File: config.mk
export PLATFORM = sky130hd
export DESIGN_NAME = multi_steer_quad
export DESIGN_NICKNAME = d
export VERILOG_FILES = /design/src/rtl/multi_steer_quad.sv
export SDC_FILE = /design/constraint.sdc
export NUM_CORES = 1
export LEC_CHECK = 0
export CORE_ASPECT_RATIO = 0.5
export CORE_MARGIN = 5
export CORE_UTILIZATION = 58
export DETAILED_ROUTE_END_ITERATION = 10
export PLACE_DENSITY = 0.88
export SYNTH_ARGS = -nofsm -noshare
export SYNTH_HDL_FRONTEND = slang
export SYNTH_SLANG_ARGS = --single-unit
export TNS_END_PERCENT = 1
File: constraint.sdc
create_clock -name CLK -period 3 [get_ports CLK]
set_input_delay 0.6 -clock CLK [delete_from_list [all_inputs] [get_ports CLK]]
set_output_delay 0.6 -clock CLK [all_outputs]
set_load 0.03 [all_outputs]
File: src/rtl/multi_steer_quad.sv
// N-channel left/right to quadrature steering encoder with a shared prescaler,
// hold-to-accelerate step-rate ramping and a one-cycle strobe per step.
module multi_steer_quad #(
  parameter int unsigned CHANNELS = 2,
  parameter int unsigned DIV_W    = 16,
  parameter int unsigned SLOW     = 4,
  parameter int unsigned FAST     = 1,
  parameter int unsigned RAMP     = 8
) (
  input  logic                  CLK,
  input  logic                  Reset_n,
  input  logic [DIV_W-1:0]      clkdiv,
  input  logic                  enable,
  input  logic                  accel_en,
  input  logic [CHANNELS-1:0]   left,
  input  logic [CHANNELS-1:0]   right,
  output logic [2*CHANNELS-1:0] steer,
  output logic [CHANNELS-1:0]   step_strobe
);

  localparam int unsigned PER_W  = 8;
  localparam int unsigned RAMP_W = (RAMP > 1) ? $clog2(RAMP + 1) : 1;

  logic [DIV_W-1:0] pre_q;
  logic [DIV_W-1:0] pre_d;
  logic [DIV_W-1:0] div_m1;
  logic             tick;

  // Shared prescaler; a divisor of 0 behaves as 1 (tick every cycle).
  always_comb begin
    div_m1 = (clkdiv == '0) ? '0 : clkdiv - DIV_W'(1);
    tick   = enable && (pre_q >= div_m1);
    pre_d  = pre_q;
    if (tick) begin
      pre_d = '0;
    end else if (enable) begin
      pre_d = pre_q + DIV_W'(1);
    end
  end

  always_ff @(posedge CLK or negedge Reset_n) begin
    if (!Reset_n) begin
      pre_q <= '0;
    end else begin
      pre_q <= pre_d;
    end
  end

  for (genvar g = 0; g < CHANNELS; g++) begin : g_ch
    logic [1:0]        phase_q;
    logic [1:0]        phase_d;
    logic [PER_W-1:0]  ival_q;
    logic [PER_W-1:0]  ival_d;
    logic [PER_W-1:0]  per_q;
    logic [PER_W-1:0]  per_d;
    logic [RAMP_W-1:0] ramp_q;
    logic [RAMP_W-1:0] ramp_d;
    logic              last_r_q;
    logic              last_l_q;
    logic              step_d;
    logic [1:0]        steer_q;
    logic              strobe_q;
    logic              mv_r;
    logic              mv_l;
    logic              flush;

    assign mv_r  = right[g] & ~left[g];
    assign mv_l  = left[g] & ~right[g];
    // Idle and an immediate direction reversal both restart the rate ramp.
    assign flush = ~(mv_r | mv_l) | (mv_r & last_l_q) | (mv_l & last_r_q);

    always_comb begin
      phase_d = phase_q;
      ival_d  = ival_q;
      per_d   = per_q;
      ramp_d  = ramp_q;
      step_d  = 1'b0;
      if (flush) begin
        ival_d = '0;
        per_d  = PER_W'(SLOW);
        ramp_d = '0;
      end else if (tick) begin
        if (ival_q == '0) begin
          step_d  = 1'b1;
          phase_d = mv_r ? phase_q + 2'd1 : phase_q - 2'd1;
          ival_d  = per_q - PER_W'(1);
          if (!accel_en) begin
            per_d  = PER_W'(SLOW);
            ramp_d = '0;
          end else if (ramp_q == RAMP_W'(RAMP - 1)) begin
            ramp_d = '0;
            per_d  = (per_q > PER_W'(FAST)) ? per_q - PER_W'(1) : PER_W'(FAST);
          end else begin
            ramp_d = ramp_q + RAMP_W'(1);
          end
        end else begin
          ival_d = ival_q - PER_W'(1);
        end
      end
    end

    always_ff @(posedge CLK or negedge Reset_n) begin
      if (!Reset_n) begin
        phase_q  <= '0;
        ival_q   <= '0;
        per_q    <= PER_W'(SLOW);
        ramp_q   <= '0;
        last_r_q <= 1'b0;
        last_l_q <= 1'b0;
        steer_q  <= '0;
        strobe_q <= 1'b0;
      end else begin
        phase_q  <= phase_d;
        ival_q   <= ival_d;
        per_q    <= per_d;
        ramp_q   <= ramp_d;
        last_r_q <= mv_r;
        last_l_q <= mv_l;
        // Gray-coded {A,B}: index 0..3 -> 00,01,11,10.
        steer_q  <= {phase_d[1], phase_d[1] ^ phase_d[0]};
        strobe_q <= step_d;
      end
    end

    assign steer[2*g +: 2] = steer_q;
    assign step_strobe[g]  = strobe_q;
  end

endmodule

# Yosys cells after proc, flatten, opt, wreduce, memory -nomap -nowiden
# Cells that the tools add are included.
[totals] reg_bits=70 latch_bits=0 mem_bits_rw=0 rom_bits=0 inputBits=24 out_inout_bits=6 wordCells=116 memories=0
[op_classes] addsub=12 multipliers=0 div=0 n_lt_le_gt_ge=3 eq_ne=4 shift=0 muxes=45 bitwise=22 n_reduce_logical=13
[op_table] op="8-bit 2-to-1 mux" count=18
[op_table] op="16-bit 2-to-1 mux" count=3
[op_table] op="4-bit 2-to-1 mux" count=10
[op_table] op="8-bit by 1-bit subtractor with 8-bit output, second input constant" count=4
[op_table] op="16-bit by 1-bit adder with 16-bit output, second input constant" count=1
[op_table] op="16-bit greater-or-equal comparator" count=1
[op_table] op="8-bit by 1-bit > comparator with 1-bit output, second input constant" count=2
[op_table] op="16-bit zero test" count=1
[op_table] op="8-bit zero test" count=2
[op_table] op="2-bit 2-to-1 mux" count=8
[op_table] op="16-bit by 1-bit subtractor with 16-bit output, second input constant" count=1
[op_table] op="2-bit nonzero test" count=5
[op_table] op="4-bit by 1-bit adder with 4-bit output, second input constant" count=2
[op_table] op="1-bit AND" count=8
[op_table] op="4-bit by 3-bit == test with 1-bit output, second input constant" count=2
[op_table] op="1-bit 2-to-1 mux" count=6
[op_table] op="3-bit by 1-bit inequality test with 1-bit output, second input constant" count=2
[op_table] op="1-bit NOT" count=6
[op_table] op="1-bit OR" count=6
[op_table] op="3-bit AND reduction" count=2
[op_table] op="2-bit by 1-bit adder with 2-bit output, second input constant" count=2
[op_table] op="2-bit AND reduction" count=2
[op_table] op="2-bit by 1-bit subtractor with 2-bit output, second input constant" count=2
[op_table] op="1-bit XOR" count=2
[op_table] op="1-bit logical AND" count=1

# Depth between registers and ports, before layout
# Gate-level depths: netlist (run 1).
[depth] ltp_word=8 mapped_depth=16 mapped_depth_nobuf=13

# Least setup slack after synthesis (run 1)
# OpenSTA, ideal clock, no wires.
[synth_path] kind="input-to-reg" startpoint="input clkdiv[7]" endpoint="register g_ch[0].steer_q[0]" setup_ns=0.080 arrival_time_ns=4.162 t_required_ns=2.920 setup_slack_ns=-1.242 path_stages=14 path_buffers=1 cell_sequence="or4_1 > nor4_1 > nand2b_1 > or3_1 > nor3_1 > a21oi_1 > ha_1 > nand4_1 > or2_1 > or4_4 > buf_6 > a311oi_4 > mux2i_1 > xnor2_1"
[synth_via] elab_chain_len=7 word_cells_on_any_way=8 classes_between="add/sub: 1; order compare: 1; mux: 3; bitwise: 1; reduce/logical: 2"
[synth_rtl] element="start: declaration" line_no="12" rtl="input logic [DIV_W-1:0] clkdiv,"
[synth_rtl] element="16-bit by 1-bit subtractor with 16-bit output or 16-bit zero test (tied branches)" line_no="31" rtl="div_m1 = (clkdiv == '0) ? '0 : clkdiv - DIV_W'(1);"
[synth_rtl] element="16-bit 2-to-1 mux *" line_no="31"
[synth_rtl] element="16-bit greater-or-equal comparator *" line_no="32" rtl="tick = enable && (pre_q >= div_m1);"
[synth_rtl] element="1-bit logical AND *" line_no="32"
[synth_rtl] element="2-bit 2-to-1 mux *" line_no="82" rtl="end else if (tick) begin"
[synth_rtl] element="2-bit 2-to-1 mux *" line_no="78" rtl="if (flush) begin"
[synth_rtl] element="1-bit XOR *" line_no="120" rtl="steer_q <= {phase_d[1], phase_d[1] ^ phase_d[0]};"
[synth_rtl] element="end signal: assignment" line_no="120"
[synth_rtl] element="end: declaration" line_no="61" rtl="logic [1:0] steer_q;"
# Every way passes the cells marked *; elsewhere a longest branch is shown, timed or not.
# A chain may end at the register's enable or synchronous reset.

# Final worst setup path (run 1)
[layout_path] startpoint="input clkdiv[6]" endpoint="register g_ch[0].per_q[2]"
[layout_via] elab_chain_len=6 word_cells_on_any_way=7 classes_between="add/sub: 1; order compare: 1; mux: 1; reduce/logical: 4"
[layout_rtl] element="16-bit by 1-bit subtractor with 16-bit output or 16-bit zero test (tied branches)" line_no="31"
[layout_rtl] element="16-bit 2-to-1 mux *" line_no="31"
[layout_rtl] element="16-bit greater-or-equal comparator *" line_no="32"
[layout_rtl] element="1-bit logical AND *" line_no="32"
[layout_rtl] element="2-bit nonzero test (no source line) *"
[layout_rtl] element="3-bit AND reduction (no source line) *"
[layout_rtl] element="end signal: assignment" line_no="106" rtl="per_q <= PER_W'(SLOW);"
[layout_rtl] element="end signal: assignment" line_no="115" rtl="per_q <= per_d;"
[layout_rtl] element="end: declaration" line_no="54" rtl="logic [PER_W-1:0] per_q;"
# Marks and branches as above.

==> run summary, run 1 <==
The number of hold buffers added after CTS was 0. The worst setup path is captured at a flop. The clock slew seen by the registers of the worst setup and hold paths was 60 ps.

CTS placed an instance of sky130_fd_sc_hd__clkbuf_16 at the clock tree root. The largest individual stage delay along the critical path comes from the cell sky130_fd_sc_hd__or4_4. The floorplan step defined a core boundary enclosing 0.00794 mm2.

The worst slew slack as a fraction of its limit was 0.417; the number of enable-type register cells in the synthesized netlist was 0. The logs give 9 for the total CTS buffers and 30 for the number of placed I/O pins. The cell row count was 23; the synthesis-stage register bit count was 68.

Setup violations remaining at the end of the flow were counted as 64. After detailed routing, the average wire length per cell comes to 18.3 um. The tools report the met2 track utilization from global routing as 0.471. The minimum period implied by the final worst setup slack came out at 3990 ps.

TritonCTS built the clock tree. The logs give 20.9 mm for the global-route wire length before repair and 2.72 nW for the leakage dissipation. For this run, the top clock speed supported by timing is 251 MHz. In the synthesized netlist the dominant register cell turns out to be sky130_fd_sc_hd__dfrtp_1. The setup path with the least slack is of type primary input to flop. Measured along the y axis, the die boundary spans 73.5 um.

The internal power of the cells totals 0.00178 W. Met3 track demand over resource in global routing: 0.0622. Power per standard cell area: 404 mW/mm2. The critical path goes through buf_6, or4_4, nor4_4, buf_4, buf_4, buf_4, nand3_2, xnor2_2, nand2_1, ha_4, nand4_1, or2_4, or4_4, a31oi_4, buf_12, buf_16, buf_6, and3_1, o21ai_1.

The number of antenna violations at the first check in global routing was 0. At the worst endpoint, the required time is 3240 ps. The switching portion of total power is 0.280, and the sum of net half-perimeters after detailed placement is 7.93 mm. The flow ran to the end, but the final reports show violations. The final critical-path share of the clock period came out at 1.33. The floorplan step set the die width to 137 um. Sequential area share after synthesis: 0.364. The logs give 0.589 for the starting utilization of the core area and 0.261 for the overall routing resource usage.

After synthesis the cells add up to 0.00468 mm2. For the count of nets left with antenna violations after detail routing, the log shows 0. The logs give 0.872 for the final weighted congestion in routability-driven placement and 68 for the number of sinks on the clock net.

The count of antenna diodes in the layout came out at 0. Layout cell share with drive strength beyond 1: 0.236. The type of the worst min-delay path was primary input to async pin.

The total overflow left after global routing is 0. The finished layout holds 738 standard cells, fillers aside. The run gives 0.414 as the power share of the sequential group. Counting every net in the synthesized netlist gives 582.

The logs give 0 for the number of hold-slack violations in the final timing report and 0 for the number of warnings printed during yosys synthesis. For this run, the slowest stage of the critical path takes 610 ps. Number of maximum-capacitance constraint violations: 0. The busiest layer in global routing was met2.

The source-to-sink clock delay at the later pin of the worst-skew pair came out at 340 ps. The tools report the worst voltage drop across the vdd grid as 0.298 mV. By instance count, the cell type seen most on the critical path is sky130_fd_sc_hd__buf_4. The proportion of register bits with asynchronous set or reset after synthesis is 1.00, and the number of port buffers is 29. The detailed-route vias per instance is 6.45, and the number of different library cells in the post-synthesis netlist is 69. Of all nets on the critical path, the largest fanout is 6. The logs give 0 for the post-detailed-route DRC marker count and 0.000693 W for the net switching power. The number of pins with negative max-slew slack in the final report is 0, and the part of the total power dissipated in combinational logic is 0.155. The logs give 4527 for the number of global-route vias before repair and 13.5 mm for the final wirelength. Post-layout total power: 0.00248 W.

The tools report the first-pass iteration count of the detailed router as 5. For the worst setup path, the data arrival time is 4230 ps. In this run, the number of DRC markers left after iteration 0 of detailed routing was 594. The final layout contains 673 nets. The clock passes through at most 2 buffers. The average instance in the mapped netlist occupies 8.83 um2.

The final reports fail on negative setup slack. The depth of the most critical reg-to-reg path works out to 12. The met1 demand-to-capacity share in global routing is 0.304, and the slew at the pin closest to its max-slew limit is 875 ps. Synthesis produced a netlist whose cell count is 530. STA classifies the critical path startpoint as a primary input. The clock share of power is 0.431, and the area growth from synthesis to layout is 31.0%.

The setup slack of the critical path after layout came out at -991 ps. The run gives 6.86 ps as the maximum clock skew at final layout. Setup repair after global routing could not meet its margin everywhere. The logs give 4761 for the total vias in the final route and 3 for the total number of H-tree levels. For the cell total after placement, the log shows 709. The die covers 0.0101 mm2. Entering global routing, the biggest net connects 69 pins.
==> registers in the layout (all words and copies together), names as in the netlist <==
name	count
g_ch.last_r_q	2
g_ch.strobe_q	2
g_ch.steer_q	2
g_ch.last_l_q	2
g_ch.per_q	16
g_ch.ramp_q	8
g_ch.phase_q	4
pre_q	16
g_ch.ival_q	16
==> kinds of logic after synthesis <==
logic type	after synthesis	share of synthesized area
and+or+nand+nor	232	0.248
adders and majority gates	28	0.0749
muxes	10	0.0217
AOI/OAI and AO/OA	113	0.180
DFF	68	0.364
xor gates and xnor gates	37	0.0693
buffers and inverters	42	0.0420
==> cell usage after synthesis (10+ instances only) <==
cell type	number	area, um2
sky130_fd_sc_hd__ha_1	28	350
sky130_fd_sc_hd__xor2_1	27	236
sky130_fd_sc_hd__inv_1	20	75.1
sky130_fd_sc_hd__xnor2_1	10	87.6
sky130_fd_sc_hd__nand2_1	69	259
sky130_fd_sc_hd__nor3_1	22	110
sky130_fd_sc_hd__o21ai_0	15	75.1
sky130_fd_sc_hd__nor2_1	42	158
sky130_fd_sc_hd__nand3_1	31	155
sky130_fd_sc_hd__nand2b_1	11	68.8
sky130_fd_sc_hd__dfrtp_1	66	1650
sky130_fd_sc_hd__a21oi_1	27	135
sky130_fd_sc_hd__clkbuf_1	11	41.3
==> per-stage QoR <==
| step | hold slack (ps) | util | worst slack [ps] | setup TNS [ps] | cell area [um2] |
|---|---|---|---|---|---|
| 2_1_floorplan | 304 | - | -1180 | -64030 | 4690 |
| 3_3_place_gp | 490 | 0.690 | -1580 | -92120 | 5480 |
| 3_5_place_dp | 514 | 0.690 | -1780 | -104260 | 5480 |
| 4_1_cts | 494 | 0.753 | -1080 | -57440 | 5980 |
| 5_1_grt | 552 | 0.772 | -1150 | -62740 | 6130 |
| 6_report | 468 | 0.772 | -991 | -55160 | 6130 |
==> power groups by stage <==
stage	sequential, W	clock (W)	combinational, W
3_5_place_dp	0.00104	0	0.000344
3_3_place_gp	0.00103	0	0.000326
6_report	0.00102	0.00107	0.000384
5_1_grt	0.00103	0.00111	0.000426
4_1_cts	0.00102	0.00106	0.000359
2_1_floorplan	0.00102	0	0.000194
==> area by class of cell <==
| class | instances | area [um2] |
|---|---|---|
| Clock buffer | 10 | 229 |
| Clock inverter | 6 | 65.1 |
| Fill cell | 477 | 1810 |
| Inverter | 20 | 75.1 |
| Multi-Input combinational cell | 420 | 2970 |
| Sequential cell | 68 | 1700 |
| Tap cell | 112 | 140 |
| Timing Repair Buffer | 102 | 947 |
==> timing repair <==
item | in CTS | in global routing
buffers inserted | 8 | 3
setup endpoints to repair | 64 | 64
cloned | 2 | 0
pin swaps | 24 | 21
resized for setup | 39 | 28
==> worst max-delay path: cells and delay by family <==
family          cells  cell delay, ps
xor+xnor            1             180
simple gates        8            2050
fa+ha+maj           1             280
compound gates      2             320
buf+inv             7             780
==> layout by cell type (no fill, tap or decap), types with 18 or more instances in the layout <==
cell type	count
sky130_fd_sc_hd__dfrtp_1	66
sky130_fd_sc_hd__nand3_1	29
sky130_fd_sc_hd__nand2_1	66
sky130_fd_sc_hd__a21oi_1	18
sky130_fd_sc_hd__nor3_1	21
sky130_fd_sc_hd__buf_4	61
sky130_fd_sc_hd__clkdlybuf4s50_1	24
sky130_fd_sc_hd__nor2_1	41
sky130_fd_sc_hd__ha_1	26
sky130_fd_sc_hd__inv_1	20
sky130_fd_sc_hd__xor2_1	27
==> path summary, 6_finish.rpt <==
path	from	end	slack [ps]
hold / removal	Reset_n	pre_q[9]	470
setup / recovery	clkdiv[6]	g_ch[0].per_q[2]	-990
setup reg to reg	pre_q[0]	g_ch[1].per_q[5]	290
max in group asynchronous	Reset_n	g_ch[1].ival_q[4]	1970
hold reg to reg	g_ch[0].phase_q[1]	g_ch[0].steer_q[0]	510
min in group CLK	g_ch[0].phase_q[1]	g_ch[0].steer_q[0]	510
==> per-layer routing <==
metal	routed length (um)	vias to the layer above
met1	5150	2295
met5	0	-
met4	516	0
met3	1140	71
met2	6670	283
li1	-	2112
No activity file was read; power rests on OpenSTA's default activity.
==> run 2: changes to the inputs <==
- CORE_ASPECT_RATIO: 0.5 -> default
- CTS_BUF_LIST: default -> sky130_fd_sc_hd__clkbuf_4 sky130_fd_sc_hd__clkbuf_8
- REMOVE_ABC_BUFFERS: default -> 1
==> run 2 against run 1 <==
Compared with the run above:
- the flow still finishes with violations (negative setup slack)
- combinational power rose by 11%
- final area fell by 0.96%
- cell count fell by 1.4%
- worst hold slack got worse by 250 ps
- highest routed layer unchanged
==> run summary, run 2 (synthesis gave the netlist of run 1 again) <==
The flow ran to the end, but the final reports show violations. Failing checks: negative setup slack (unchanged). The logs give 4560 (was 4527) for the number of global-route vias before repair and 0.282 mV (was 0.298 mV) for the worst voltage drop across the vdd grid.

The number of port buffers was 29 (unchanged); the height of the die was 99.8 um (was 73.5 um). The maximum clock skew at final layout is 13.3 ps (was 6.86 ps), and the hold-fix buffer count after cts is 0 (unchanged). Final wirelength: 14.4 mm (was 13.5 mm). Pin count of the biggest net entering global routing: 29 (was 69). The tools report the launching element of the worst setup path as clkdiv[6] (unchanged). The logs give 4829 (was 4761) for the total vias in the final route and 0.00607 mm2 (was 0.00613 mm2) for the final standard cell area without fillers. The number of placed I/O pins is 30 (unchanged), and the setup slack of the critical path after layout is -1060 ps (was -991 ps).

The sort of element at the start of the critical path was a primary input (unchanged). The highest fanout seen on the critical path was 10 (was 6). The worst path required time came out at 3290 ps (was 3240 ps). The run gives 728 (was 738) as the final instance count without filler cells.

The logs give 32 (was 23) for the cell row count and 68 (unchanged) for the number of sinks on the clock net. The sum of net half-perimeters after detailed placement is 8.65 mm (was 7.93 mm), and the layout cell share with drive strength beyond 1 is 0.238 (was 0.236). The number of maximum-capacitance constraint violations came out at 0 (unchanged). The logs give 2.72 nW (about the same) for the leakage dissipation and 0.00545 mm2 (was 0.00548 mm2) for the total placed instance area. The tools report the number of pins with negative max-slew slack in the final report as 0 (unchanged). The minimum period implied by the final worst setup slack is 4060 ps (was 3990 ps), and the post-route core utilization is 0.777 (was 0.772).

Post-layout total power: 0.00241 W (was 0.00248 W). The post-layout net count is 673 (unchanged). Final critical-path share of the clock period: 1.35 (was 1.33). The timing-limited maximum frequency was 247 MHz (was 251 MHz); the number of antenna violations at the first check in global routing was 0 (unchanged). Setup repair after global routing could not meet its margin everywhere.

For the count of endpoints failing setup in the final report, the log shows 64 (unchanged). The total number of H-tree levels came out at 3 (unchanged). The detailed-route vias per instance is 6.63 (was 6.45), and the clock slew seen by the registers of the worst setup and hold paths is 80 ps (was 60 ps). The logs give 350 ps (was 340 ps) for the source-to-sink clock delay at the later pin of the worst-skew pair and 409 (was 594) for the count of routing violations after the opening detailed-route iteration.

The type of the worst min-delay path was primary input to async pin (unchanged). The tools report the origin of the critical flop-to-flop path as pre_q[0] (unchanged). The worst slack at placement came out at -1700 ps (was -1780 ps). The endpoint arrival time on the critical path came out at 4350 ps (was 4230 ps). The die boundary width was 99.8 um (was 137 um); the overall overflow remaining after global route was 0 (unchanged). The area growth from synthesis to layout was 29.7% (was 31.0%).

Number of hold-slack violations in the final timing report: 0 (unchanged). The slew at the pin closest to its max-slew limit was 640 ps (was 875 ps). The run gives 0.00781 mm2 (was 0.00794 mm2) as the core footprint. The logs give 20.8 mm (was 20.9 mm) for the global-route wire length before repair and 5 (unchanged) for the first-pass iteration count of the detailed router. Largest registers in the final layout: g_ch.ival_q x16, g_ch.per_q x16, pre_q x16 (unchanged). The count of antenna diodes in the layout was 0 (unchanged). The run gives 0.574 (was 0.417) as the worst slew slack as a fraction of its limit. The type of the setup path with the least slack is primary input to flop (unchanged).

The count of nets left with antenna violations after detail routing was 0 (unchanged). The library cell used as clock root buffer was sky130_fd_sc_hd__clkbuf_8 (was sky130_fd_sc_hd__clkbuf_16). The overall routing resource usage is 0.254 (was 0.261), and the total CTS buffers is 9 (unchanged). The post-detailed-route DRC marker count is 0 (unchanged). The starting utilization of the core area came out at 0.599 (was 0.589). The final weighted congestion in routability-driven placement was 0.926 (was 0.872).

Most frequent cells in the layout: 68 x sky130_fd_sc_hd__nand2_1, 66 x sky130_fd_sc_hd__dfrtp_1, 60 x sky130_fd_sc_hd__buf_4, 37 x sky130_fd_sc_hd__nor2_1 (was 66 x sky130_fd_sc_hd__nand2_1, 66 x sky130_fd_sc_hd__dfrtp_1, 61 x sky130_fd_sc_hd__buf_4, 41 x sky130_fd_sc_hd__nor2_1, 29 x sky130_fd_sc_hd__nand3_1). The die footprint is 0.00996 mm2 (was 0.0101 mm2). The critical path capture point type was a flop (unchanged). TritonCTS built the clock tree.

The per-cell routed wire length was 19.8 um (was 18.3 um); the clock tree buffer depth was 2 (unchanged). Leaving out fill and tap cells, the most frequent cell in the layout is sky130_fd_sc_hd__nand2_1. The power per standard cell area is 397 mW/mm2 (was 404 mW/mm2). The cell total after placement came out at 699 (was 709).
run 2: path summary, 6_finish.rpt:
path / to / slack, ps / depth (start not counted)
hold / removal: g_ch[1].ival_q[6] / 220 / 1
setup / recovery: g_ch[1].ival_q[6] / -1060 / 19
hold reg to reg: g_ch[0].steer_q[0] / 520 / 1
min in group CLK: g_ch[0].steer_q[0] / 520 / 1
max in group asynchronous: pre_q[13] / 2030 / 2
setup reg to reg: g_ch[1].ival_q[0] / 230 / 13
run 2: where the power goes:
group | internal (W) | switching, W
combinational | 0.000186 | 0.000241
sequential | 0.000959 | 0.0000734
clock | 0.000563 | 0.000384
run 2: cell type report:
class / count / area [um2]
Clock buffer: 10 / 131
Multi-Input combinational cell: 420 / 3000
Inverter: 20 / 75.1
Clock inverter: 6 / 113
Timing Repair Buffer: 102 / 917
Fill cell: 475 / 1740
Sequential cell: 68 / 1700
Tap cell: 102 / 128
run 2: metal layers:
layer,global-route usage,wire [um],part of all wire
met5,0,0,0
met2,0.450,7330,0.51
met3,0.0306,1020,0.071
met4,0.117,917,0.064
met1,0.307,5150,0.36
run 2: what timing repair did:
| item | CTS | global route |
|---|---|---|
| setup endpoints to repair | 64 | 64 |
| pin swaps | 24 | 22 |
| resized for setup | 46 | 34 |
| cloned | 1 | 1 |
| setup buffers | 2 | 9 |
run 2: per-stage QoR:
step	TNS (ps)	hold slack [ps]
floorplan	-79310	304
global placement	-93960	493
detailed placement	-100650	506
CTS	-51270	229
global route	-63880	254
finish	-54200	217
run 2: critical path, stage by stage:
cell	delay, ps
sky130_fd_sc_hd__buf_6	90
sky130_fd_sc_hd__or4_4	550
sky130_fd_sc_hd__nor4_4	190
sky130_fd_sc_hd__nand2b_1	120
sky130_fd_sc_hd__or3_4	380
sky130_fd_sc_hd__buf_4	130
sky130_fd_sc_hd__a21oi_1	160
sky130_fd_sc_hd__ha_1	270
sky130_fd_sc_hd__nand4_1	100
sky130_fd_sc_hd__buf_4	120
sky130_fd_sc_hd__buf_4	100
sky130_fd_sc_hd__buf_6	90
sky130_fd_sc_hd__nor2_2	40
sky130_fd_sc_hd__a311oi_2	270
sky130_fd_sc_hd__buf_4	220
sky130_fd_sc_hd__a31oi_4	120
sky130_fd_sc_hd__buf_6	170
sky130_fd_sc_hd__a311oi_1	460
sky130_fd_sc_hd__a41o_1	140
